**src/rtl/dmi_pkg.sv**
```systemverilog
// Shared definitions for the JTAG debug-bus sequencer.
//   - dmi_op_e     : operation code carried in DR[1:0]
//   - ST_*         : status field values returned at Capture-DR
//   - dmi_state_e  : bus-side FSM states
//   - dr_width()   : DR length for a given address width (data is fixed at 32)
package dmi_pkg;

  typedef enum logic [1:0] {
    OP_NOP   = 2'd0,
    OP_READ  = 2'd1,
    OP_WRITE = 2'd2,
    OP_CLEAR = 2'd3
  } dmi_op_e;

  localparam logic [1:0] ST_OK   = 2'b00;
  localparam logic [1:0] ST_ERR  = 2'b10;
  localparam logic [1:0] ST_BUSY = 2'b11;

  typedef enum logic [1:0] {
    S_IDLE = 2'd0,
    S_REQ  = 2'd1,
    S_WAIT = 2'd2
  } dmi_state_e;

  function automatic int dr_width(input int addr_w);
    return 2 + addr_w + 32;
  endfunction

endpackage

```
**src/rtl/jtag_sync_edge.sv**
```systemverilog
// Brings raw TAP signals into the system clock domain.
// Ports:
//   clock, reset : system clock, synchronous active-high reset
//   async_in     : raw TAP signals, bit 0 must be TCK
//   ctrl_sync    : 2-flop synchronized copies of async_in[W-1:1]
//   tck_rise     : one-cycle pulse on a synchronized TCK rising edge
//   tck_fall     : one-cycle pulse on a synchronized TCK falling edge
module jtag_sync_edge #(
  parameter int W = 7
) (
  input  logic         clock,
  input  logic         reset,
  input  logic [W-1:0] async_in,
  output logic [W-2:0] ctrl_sync,
  output logic         tck_rise,
  output logic         tck_fall
);

  logic [W-1:0] meta_q;
  logic [W-1:0] sync_q;
  logic         tck_prev_q;

  always_ff @(posedge clock) begin
    if (reset) begin
      meta_q     <= '0;
      sync_q     <= '0;
      tck_prev_q <= 1'b0;
    end else begin
      meta_q     <= async_in;
      sync_q     <= meta_q;
      tck_prev_q <= sync_q[0];
    end
  end

  // All bits share the same latency, so control levels line up with the TCK edge pulses.
  assign ctrl_sync = sync_q[W-1:1];
  assign tck_rise  = sync_q[0] & ~tck_prev_q;
  assign tck_fall  = ~sync_q[0] & tck_prev_q;

endmodule

```
**src/rtl/jtag_dmi_sequencer.sv**
```systemverilog
// Debug-bus access sequencer behind a USER JTAG chain.
// The DR is shifted in the system clock domain; Update-DR launches one bus
// read/write, and its result is returned by the next Capture-DR.
// Ports:
//   clock, reset      : system clock (>= 4x TCK), synchronous active-high reset
//   jtag_*            : raw asynchronous TAP-side signals; jtag_tdo = DR[0] on TCK fall
//   req_valid/ready   : bus request handshake; req_write/addr/wdata held while valid
//   resp_valid/err/rdata : one-cycle response strobe with error flag and read data
//
// state  | meaning
// S_IDLE | no bus access outstanding; updates may launch a request
// S_REQ  | req_valid high, waiting for req_ready
// S_WAIT | request accepted, waiting for resp_valid
module jtag_dmi_sequencer
  import dmi_pkg::*;
#(
  parameter int ADDR_W = 7,
  parameter int DATA_W = 32   // only 32 is supported
) (
  input  logic              clock,
  input  logic              reset,
  input  logic              jtag_tck,
  input  logic              jtag_tdi,
  input  logic              jtag_sel,
  input  logic              jtag_capture,
  input  logic              jtag_shift,
  input  logic              jtag_update,
  input  logic              jtag_reset,
  output logic              jtag_tdo,
  output logic              req_valid,
  input  logic              req_ready,
  output logic              req_write,
  output logic [ADDR_W-1:0] req_addr,
  output logic [DATA_W-1:0] req_wdata,
  input  logic              resp_valid,
  input  logic              resp_err,
  input  logic [DATA_W-1:0] resp_rdata
);

  localparam int DR_W = dr_width(ADDR_W);

  logic [5:0] ctrl_s;
  logic       tck_rise, tck_fall;
  logic       tdi_s, sel_s, capture_s, shift_s, update_s, jreset_s;

  jtag_sync_edge #(.W(7)) u_sync (
    .clock     (clock),
    .reset     (reset),
    .async_in  ({jtag_reset, jtag_update, jtag_shift, jtag_capture,
                 jtag_sel, jtag_tdi, jtag_tck}),
    .ctrl_sync (ctrl_s),
    .tck_rise  (tck_rise),
    .tck_fall  (tck_fall)
  );

  assign {jreset_s, update_s, shift_s, capture_s, sel_s, tdi_s} = ctrl_s;

  dmi_state_e        state_q, state_d;
  logic [DR_W-1:0]   dr_q, dr_d;
  logic              tdo_q, tdo_d;
  logic [ADDR_W-1:0] addr_q, addr_d;
  logic [DATA_W-1:0] wdata_q, wdata_d;
  logic [DATA_W-1:0] rdata_q, rdata_d;
  logic [1:0]        status_q, status_d;
  logic              write_q, write_d;
  logic              req_valid_q, req_valid_d;

  logic    update_stb, resp_take;
  dmi_op_e op;

  assign op         = dmi_op_e'(dr_q[1:0]);
  assign update_stb = sel_s & update_s & tck_rise;
  // A response is only meaningful once the request has been (or is being) accepted.
  assign resp_take  = resp_valid & ((state_q == S_WAIT) ||
                                    (state_q == S_REQ && req_ready));

  always_comb begin
    state_d     = state_q;
    dr_d        = dr_q;
    tdo_d       = tdo_q;
    addr_d      = addr_q;
    wdata_d     = wdata_q;
    rdata_d     = rdata_q;
    status_d    = status_q;
    write_d     = write_q;
    req_valid_d = req_valid_q;

    if (sel_s && tck_rise) begin
      if (capture_s)
        dr_d = {rdata_q, addr_q, (state_q == S_IDLE) ? status_q : ST_BUSY};
      else if (shift_s)
        dr_d = {tdi_s, dr_q[DR_W-1:1]};
    end
    if (sel_s && tck_fall)
      tdo_d = dr_q[0];

    case (state_q)
      S_REQ: begin
        if (req_ready) begin
          req_valid_d = 1'b0;
          state_d     = resp_valid ? S_IDLE : S_WAIT;
        end
      end
      S_WAIT: begin
        if (resp_valid) state_d = S_IDLE;
      end
      default: ;
    endcase

    if (resp_take) begin
      if (!write_q) rdata_d = resp_rdata;
      if (resp_err) status_d = ST_ERR;
    end

    // Overrun marking follows response handling so it wins if both land together.
    if (update_stb) begin
      case (op)
        OP_CLEAR: status_d = ST_OK;
        OP_READ, OP_WRITE: begin
          if (state_q == S_IDLE) begin
            addr_d      = dr_q[ADDR_W+1:2];
            wdata_d     = dr_q[DR_W-1:ADDR_W+2];
            write_d     = (op == OP_WRITE);
            req_valid_d = 1'b1;
            state_d     = S_REQ;
          end else begin
            status_d = ST_BUSY;
          end
        end
        default: ;
      endcase
    end
  end

  // TAP reset abandons any pending request without waiting for req_ready.
  always_ff @(posedge clock) begin
    if (reset || jreset_s) begin
      state_q     <= S_IDLE;
      dr_q        <= '0;
      tdo_q       <= 1'b0;
      addr_q      <= '0;
      wdata_q     <= '0;
      rdata_q     <= '0;
      status_q    <= ST_OK;
      write_q     <= 1'b0;
      req_valid_q <= 1'b0;
    end else begin
      state_q     <= state_d;
      dr_q        <= dr_d;
      tdo_q       <= tdo_d;
      addr_q      <= addr_d;
      wdata_q     <= wdata_d;
      rdata_q     <= rdata_d;
      status_q    <= status_d;
      write_q     <= write_d;
      req_valid_q <= req_valid_d;
    end
  end

  assign jtag_tdo  = tdo_q;
  assign req_valid = req_valid_q;
  assign req_write = write_q;
  assign req_addr  = addr_q;
  assign req_wdata = wdata_q;

endmodule

```
**config.mk**
```make
export PLATFORM = sky130hd
export DESIGN_NAME = jtag_dmi_sequencer
export DESIGN_NICKNAME = d
export VERILOG_FILES = /design/src/rtl/dmi_pkg.sv /design/src/rtl/jtag_sync_edge.sv /design/src/rtl/jtag_dmi_sequencer.sv
export SDC_FILE = /design/constraint.sdc
export NUM_CORES = 1
export LEC_CHECK = 0
export BUFFER_PORTS_ARGS = -buffer_cell sky130_fd_sc_hd__buf_2
export CAP_MARGIN = 20
export CORE_MARGIN = 2
export CORE_UTILIZATION = 59
export DETAILED_ROUTE_END_ITERATION = 8
export PLACE_DENSITY = 0.83
export SLEW_MARGIN = 20
export SYNTH_ARGS = -nofsm -noshare
export SYNTH_HDL_FRONTEND = slang
export SYNTH_SLANG_ARGS = --single-unit
```
**constraint.sdc**
```tcl
create_clock -name clock -period 2.3 [get_ports clock]
set_input_delay 0.345 -clock clock [delete_from_list [all_inputs] [get_ports clock]]
set_output_delay 0.345 -clock clock [all_outputs]
set_load 0.02 [all_outputs]
```
Yosys cells after proc, flatten, opt, wreduce, memory -nomap -nowiden
Index checks and enable logic that the tools add are counted.

storage, ports and cells
  output and inout port bits = 42
  flip-flop bits (word level) = 134
  logic and storage cells = 56
  input bits = 44

operators by class
  equal/unequal tests = 5
  reduce and logical (&&, ||, !) cells = 11
  mux-type cells = 20
  bitwise operators = 8

operator list
  operator              count
  $mux W41              2
  $mux W2               11
  $pmux W2 S2           2
  $eq A2 B2 Y1 const B  3
  $and A1 B1 Y1         5
  $mux W1               5
  $eq A2 B1 Y1 const B  2
  $reduce_and A2 Y1     2
  $logic_and A1 B1 Y1   3
  $not A1 Y1            3
  $reduce_and A3 Y1     1
  $logic_not A2 Y1      1
  $logic_or A1 B1 Y1    2
  $reduce_bool A2 Y1    1
  $reduce_or A2 Y1      1

Longest topological paths before layout
Gate-level depths: netlist of the first run.

  word-level depth = 8
  mapped depth = 8
  gate-level depth less buffers = 6

Modules after synthesis
From an unflattened synthesis of the first run, not the netlist that was laid out.

unflattened totals
  cell total of the unflattened synthesis = 602
  area total of the unflattened synthesis = 5627.9 um2

modules (own cells, without submodules)
  module              seq. area each (um2)  cells each  times used  area each (um2)
  jtag_dmi_sequencer  2382.3                563         1           5137.4
  jtag_sync_edge      300.3                 39          1           490.5

Least setup slack after synthesis of the first run
Ideal clock, no wire load.

  kind = reg2reg
  from = register state_q[1]
  to = register rdata_q[10]
  arrival time = 1359 ps
  period minus slack after synthesis = 1492 ps
  stages on the path, launching flop included = 9
  setup time = 132 ps
  data required time = 2168 ps
  path slack = 808 ps
  buffers on the path = 2
  cells stage by stage = dfxtp_1 inv_1 ha_1 a21o_1 and3b_1 clkbuf_1 buf_2 nand2_1 a21oi_1

between the ends
  longest elaborated chain between the ends = 5
  elaborated cells between the ends (all ways) = 6
  classes of those cells = 2 x eq/ne; 1 x bitwise; 3 x reduce/logical

ends and longest elaborated chain
  item                           RTL line                   RTL
  start: declaration             jtag_dmi_sequencer.sv:58   dmi_state_e state_q, state_d;
  start signal: assignment       jtag_dmi_sequencer.sv:148  state_q <= state_d;
  $eq A2 B1 Y1                   jtag_dmi_sequencer.sv:75   (state_q == S_REQ && req_ready));
  $logic_and A1 B1 Y1            jtag_dmi_sequencer.sv:75
  $logic_or A1 B1 Y1 *           jtag_dmi_sequencer.sv:74   assign resp_take = resp_valid & ((state_q == S_WAIT) ||
  $and A1 B1 Y1 *                jtag_dmi_sequencer.sv:74
  $reduce_and A2 Y1 (no line) *  n/a
  end signal: assignment         jtag_dmi_sequencer.sv:153  rdata_q <= rdata_d;
  end: declaration               jtag_dmi_sequencer.sv:63   logic [DATA_W-1:0] rdata_q, rdata_d;

Mark *: on every way between the ends. The rest lies on a longest branch, timed or not.
A chain may end at the register's enable or synchronous reset.

Final worst setup path of the first run
  from = register state_q[1]
  to = register rdata_q[9]

The elaborated chain is that of the path after synthesis.

==> results of run 1 <==
cell usage after synthesis (all sizes together):
cell	n
o21ai	3
o31a	1
a21o	2
and4bb	1
o211ai	1
dfxtp	134
nand3b	2
mux2i	39
nor3b	2
and3b	1
o221ai	1
nand2b	2
clkbuf	22
and3	1
buf	22
and4b	1
nor2	45
a21oi	78
a211oi	39
nor3	1
nand2	148
ha	5
or2	1
nand3	2
nor2b	16
inv	5
a32oi	1
worst max-delay path, cell delays in order, from the launching register on:
cell	delay (ns)
dfxtp_1	0.34
inv_1	0.09
ha_1	0.22
a21o_1	0.18
and3b_2	0.60
nand2_1	0.15
a21oi_1	0.19
metal layers:
layer,track usage (%),vias to the layer above,wire (µm)
met4,9.15,0,147
met3,7.21,15,616
met2,42.0,138,5510
met1,29.8,1946,4640
li1,-,2083,-
met5,0,-,0
state kept, by name (all words and copies together), names as in the netlist:
signal,count
req_wdata,32
dr_q,41
rdata_q,32
status_q,2
req_write,1
req_addr,7
req_valid,1
state_q,2
jtag_tdo,1
u_sync.tck_prev_q,1
u_sync.meta_q,7
u_sync.sync_q,7
placed cells by master, fill, tap and decap left out, types with 2 or more instances in the layout:
cell          n
clkinvlp_4    3
ha_1          5
nand2b_1      2
clkinv_4      3
clkbuf_16    16
a211oi_1     39
o21ai_0       3
inv_1         5
a21oi_1      78
buf_12        4
dfxtp_1     133
nor2_1       45
mux2i_1      39
buf_4         6
nand3b_1      2
bufinv_16     4
clkbuf_1      2
buf_2        85
nor3b_1       2
inv_6         2
nor2b_1      16
nand2_1     148
a21o_1        2
area by class of cell:
cell class	count	share of cell area (%)
flip-flops and latches	134	43.7
multi-input cells	393	34.8
repair buffers	95	8.97
clock buffers	19	6.87
clock inverters	13	3.22
well taps	105	2.14
inverters	5	0.306
power by group:
group / internal, W / switching [W]
Combinational: 0.0000595 / 0.0000807
Sequential: 0.00234 / 0.00000530
Clock: 0.00178 / 0.00102
Total: 0.00417 / 0.00111
through the flow:
stage	power (W)	cell area (µm²)	utilization, %	setup slack [ns]	instances
after floorplan	0.00247	5030	-	0.808	576
after global placement	0.00253	5520	66.8	0.330	732
after CTS	0.00530	6140	74.3	0.0329	764
after detailed placement	0.00253	5520	66.8	0.167	732
after global routing	0.00543	6140	74.3	0.271	764
final	0.00528	6140	74.3	0.437	764
worst min-delay path by stage:
stage                          start                to  slack, ns  cells after the start
global route                jtag_sel  u_sync.meta_q[2]       0.03                      2
detailed placement  u_sync.meta_q[4]  u_sync.sync_q[4]       0.42                      1
CTS                     jtag_capture  u_sync.meta_q[3]       0.02                      2
floorplan           u_sync.meta_q[0]  u_sync.sync_q[0]       0.41                      1
global placement    u_sync.meta_q[6]  u_sync.sync_q[6]       0.42                      1
finish                    jtag_reset  u_sync.meta_q[6]       0.04                      2
logic make-up after synthesis:
group | share of synthesized area [%]
buffers and inverters | 4.50
AO/OA/AOI/OAI | 14.8
flip-flops | 53.3
adder cells (fa/ha/maj) | 1.24
multiplexers | 7.75
AND/OR/NAND/NOR | 18.4
==> flow_summary.ini, run 1 <==
[timing]
hold_violations = 0
period_needed_ns = 1.86
period_share_pct = 81.0
setup_viol = 0
rsz0062_at_grt = false
skew_ns = 0.0110
fmax_ghz = 0.537
worst_slew_pin_slew_ns = 0.742
fin_setup_tns_ns = 0
drv_slew = 0
hold_slack_ns = 0.0448
max_slew_margin_pct = 50.5

[drt]
routed_wl_um = 10900
ant_nets = 0
first_pass_iters = 5
routedWlPerCell_um = 14.3
vias_per_cell = 5.47
drt_iter0_drc = 256
num_vias = 4182
drc = 0

[logic_synthesis]
synth_cell_types = 28
synth_top_area_share_pct = 53.3
ys_ff_latch = 134
synth.largest_area_cell = dfxtp_1
netlist_top_cells_area = dfxtp_1 53%, nand2_1 11%, a21oi_1 7.8%
syn_inst = 576
synth_nets = 625
synth_area_um2 = 5030
syn_avg_cell_area_um2 = 8.74
synth_warnings = 0
ys_seq_area_share_pct = 53.3

[setup_path]
r2r-end = rdata_q[9]
cp-endpoint = rdata_q[9]
required_ns = 2.72
cp-start-kind = flip-flop
crit_arrival_ns = 2.28
worstReg2RegStart = state_q[1]
reg2reg_slack_ns = 0.44
ff2ff_path_depth = 6
endpoint_kind = flip-flop
path_max_fanout = 32
crit_type = reg -> reg
crit_start = state_q[1]

[global_route]
grt_pass1_vias = 3858
grt_pass1_wl_um = 17600
grt_max_degree = 56
gr-usage-all-layers_pct = 24.7
gr-total-overflow = 0
antenna_found_initial = 0

[cells_and_area]
fillerInstances = 592
syn2layout_area_growth_pct = 21.9
regArea_um2 = 2680
layout-drive-gt1-share_pct = 19.7
multi_input_area_um2 = 2130
num-nets-final = 695
n_antenna_cell = 0

[clock_tree]
cts_resized = 0
cts_tree = built
cts_root_buf = clkbuf_8
h-tree-depth = 4
clock_path_buffers = 2
clkTransAtPathRegs_ns = 0.06
clock_latency_ns = 0.51
postCtsHoldBufs = 0
cts_buffers = 17
cts_setup_buffers = 0
cts_sinks = 134

[floorplan]
core_area_um2 = 8260
start_util_pct = 61.0
die_h_um = 96.4
ios = 86
die-area_um2 = 9290
die_w_um = 96.4
rows = 33

[status]
status = finished, final reports clean

[min_path]
hold_class = in -> reg

[run]
cap_violations = 0

[placed_design]
place_congestion = 0.774
io_buffers = 85
dp_hpwl_um = 6630

[power]
ir_drop_v = 0.000532
leakage_nw = 2.21
p_per_area_nw_per_um2 = 861
No activity file was read; power rests on OpenSTA's default activity.
==> run 2, diff against run 1 <==
- CORE_UTILIZATION: 59 -> 50
- PLACE_DENSITY: 0.83 -> 0.75
- clock period: 2.3 -> 1.5 ns (I/O delays scaled with it)
==> run 2 against run 1 <==
Compared with the run above:
- the run now ends with setup timing left
- flip-flop and latch count unchanged
- core utilization down 4.5 points
- global-route usage down 3.2 points
- clock skew down 0.0040 ns
- final cell count up 10%
- highest routed layer unchanged
- register-to-register slack worse by 0.46 ns
- via count up 3.3%
- largest cell class unchanged
- sequential power up 53%
- power up 60%
- fmax up 23%
- non-clock buffer count up 52
==> flow_summary.ini, run 2 (same netlist as run 1, synthesis figures left out) <==
[status]
status = finished, violations left
violations = setup timing

[setup_path]
path_max_fanout = 8
worstReg2RegStart = state_q[0]
reg2reg_slack_ns = -0.02
ff2ff_path_depth = 8
r2r-end = rdata_q[18]
crit_arrival_ns = 1.95
endpoint_kind = flip-flop
crit_start = state_q[0]
crit_type = reg -> reg
required_ns = 1.93
cp-start-kind = flip-flop
cp-endpoint = rdata_q[18]

[timing]
hold_slack_ns = 0.0540
period_needed_ns = 1.52
fmax_ghz = 0.658
drv_slew = 0
period_share_pct = 101
hold_violations = 0
setup_viol = 1
skew_ns = 0.00701
worst_slew_pin_slew_ns = 0.366
fin_ws_ns = -0.0199
max_slew_margin_pct = 75.6
rsz0062_at_grt = true
fin_setup_tns_ns = -0.0199

[cells_and_area]
layout-drive-gt1-share_pct = 22.1
regArea_um2 = 2690
fillerInstances = 735
num-nets-final = 747
final_util_pct = 69.9
largest-register = dr_q
largest_register_ffs = 41
syn2layout_area_growth_pct = 35.7
final_cell_mix = 147 x nand2_1, 131 x dfxtp_1, 85 x buf_2, 74 x a21oi_1, 45 x nor2_1
final_common_cell = nand2_1
n_antenna_cell = 0
final_cells = 844
multi_input_area_um2 = 2170

[floorplan]
die_w_um = 104
die-area_um2 = 10900
rows = 36
die_h_um = 104
start_util_pct = 51.5
ios = 86
core_area_um2 = 9770

[drt]
drc = 0
ant_nets = 0
drt_iter0_drc = 259
routedWlPerCell_um = 14.0
first_pass_iters = 5
vias_per_cell = 5.12
num_vias = 4320
routed_wl_um = 11800

[global_route]
grt_pass1_vias = 4212
gr-total-overflow = 0
grt_pass1_wl_um = 19100
grt_max_degree = 45
antenna_found_initial = 0
gr-usage-all-layers_pct = 21.6

[power]
leakage_nw = 2.50
p_per_area_nw_per_um2 = 1240
ir_drop_v = 0.000946

[clock_tree]
h-tree-depth = 4
cts_sinks = 134
cts_tree = built
clock_latency_ns = 0.51
cts_root_buf = clkbuf_8
clock_path_buffers = 2
clkTransAtPathRegs_ns = 0.06
cts_buffers = 17

[min_path]
hold_class = in -> reg

[placed_design]
dp.cells = 769
io_buffers = 85
place_congestion = 0.795
dp_hpwl_um = 7140

[run]
cap_violations = 0
[run 2: cell types whose count changed in the layout (fill, tap and decap cells not counted), sizes merged]
cell,before,now
buf,95,108
bufinv,4,6
clkbuf,19,18
clkinv,3,7
clkinvlp,3,1
dlygate4sd3,0,39
inv,8,5
[run 2: layout make-up]
cell class | instances | share of cell area (%)
multi-input cells | 393 | 31.8
clock buffers | 18 | 6.26
inverters | 5 | 0.275
flip-flops and latches | 134 | 39.3
clock inverters | 14 | 3.37
repair buffers | 147 | 16.5
well taps | 133 | 2.44
[run 2: layer usage]
metal / up-vias / routed length [µm] / global-route usage, % / share of wire, %
met5: - / 0 / 0 / 0
met4: 0 / 87 / 7.24 / 0.74
met3: 9 / 561 / 4.89 / 4.7
met2: 103 / 6120 / 38.0 / 52
met1: 2012 / 5040 / 25.9 / 43
li1: 2196 / - / - / -
[run 2: power breakdown]
group	leakage (nW)	internal [W]	switching, W
clock	0.324	0.00307	0.00151
combinational	1.09	0.000167	0.000142
sequential	1.08	0.00358	0.00000873
total	2.50	0.00682	0.00166
[run 2: worst min-delay path by stage]
stage	startpoint	endpoint	slack [ns]	cells after the start
2_1_floorplan	reset	u_sync.meta_q[0]	0.30	1
3_3_place_gp	u_sync.meta_q[3]	u_sync.sync_q[3]	0.42	1
3_5_place_dp	u_sync.meta_q[4]	u_sync.sync_q[4]	0.43	1
4_1_cts	req_ready	req_valid	0.03	4
5_1_grt	req_ready	req_valid	0.06	4
6_report	req_ready	req_valid	0.05	4
[run 2: worst max-delay path: stages, from the launching register on]
cell and delay [ns]:
dfxtp_2 0.35, inv_1 0.06, ha_2 0.20, a21o_1 0.18, nand3b_1 0.11, buf_6 0.14, buf_6 0.13, nand2_1 0.09
a21oi_2 0.18
[run 2: repair_timing]
item	in CTS	in global routing
hold buffers	39	0
gates resized for setup	4	23
setup buffers	0	2
gates cloned	0	2
pin swaps	0	3
setup endpoints to repair	29	75
endpoints found under the hold margin	39	0
[run 2: through the flow]
stage	setup slack (ns)	total power, W	cell area [µm²]
final	-0.0199	0.00848	6830
after global routing	-0.0603	0.00871	6830
after CTS	-0.00770	0.00855	6730
after detailed placement	-0.0305	0.00390	5670
after global placement	0.0391	0.00389	5670
after floorplan	0.00833	0.00378	5030
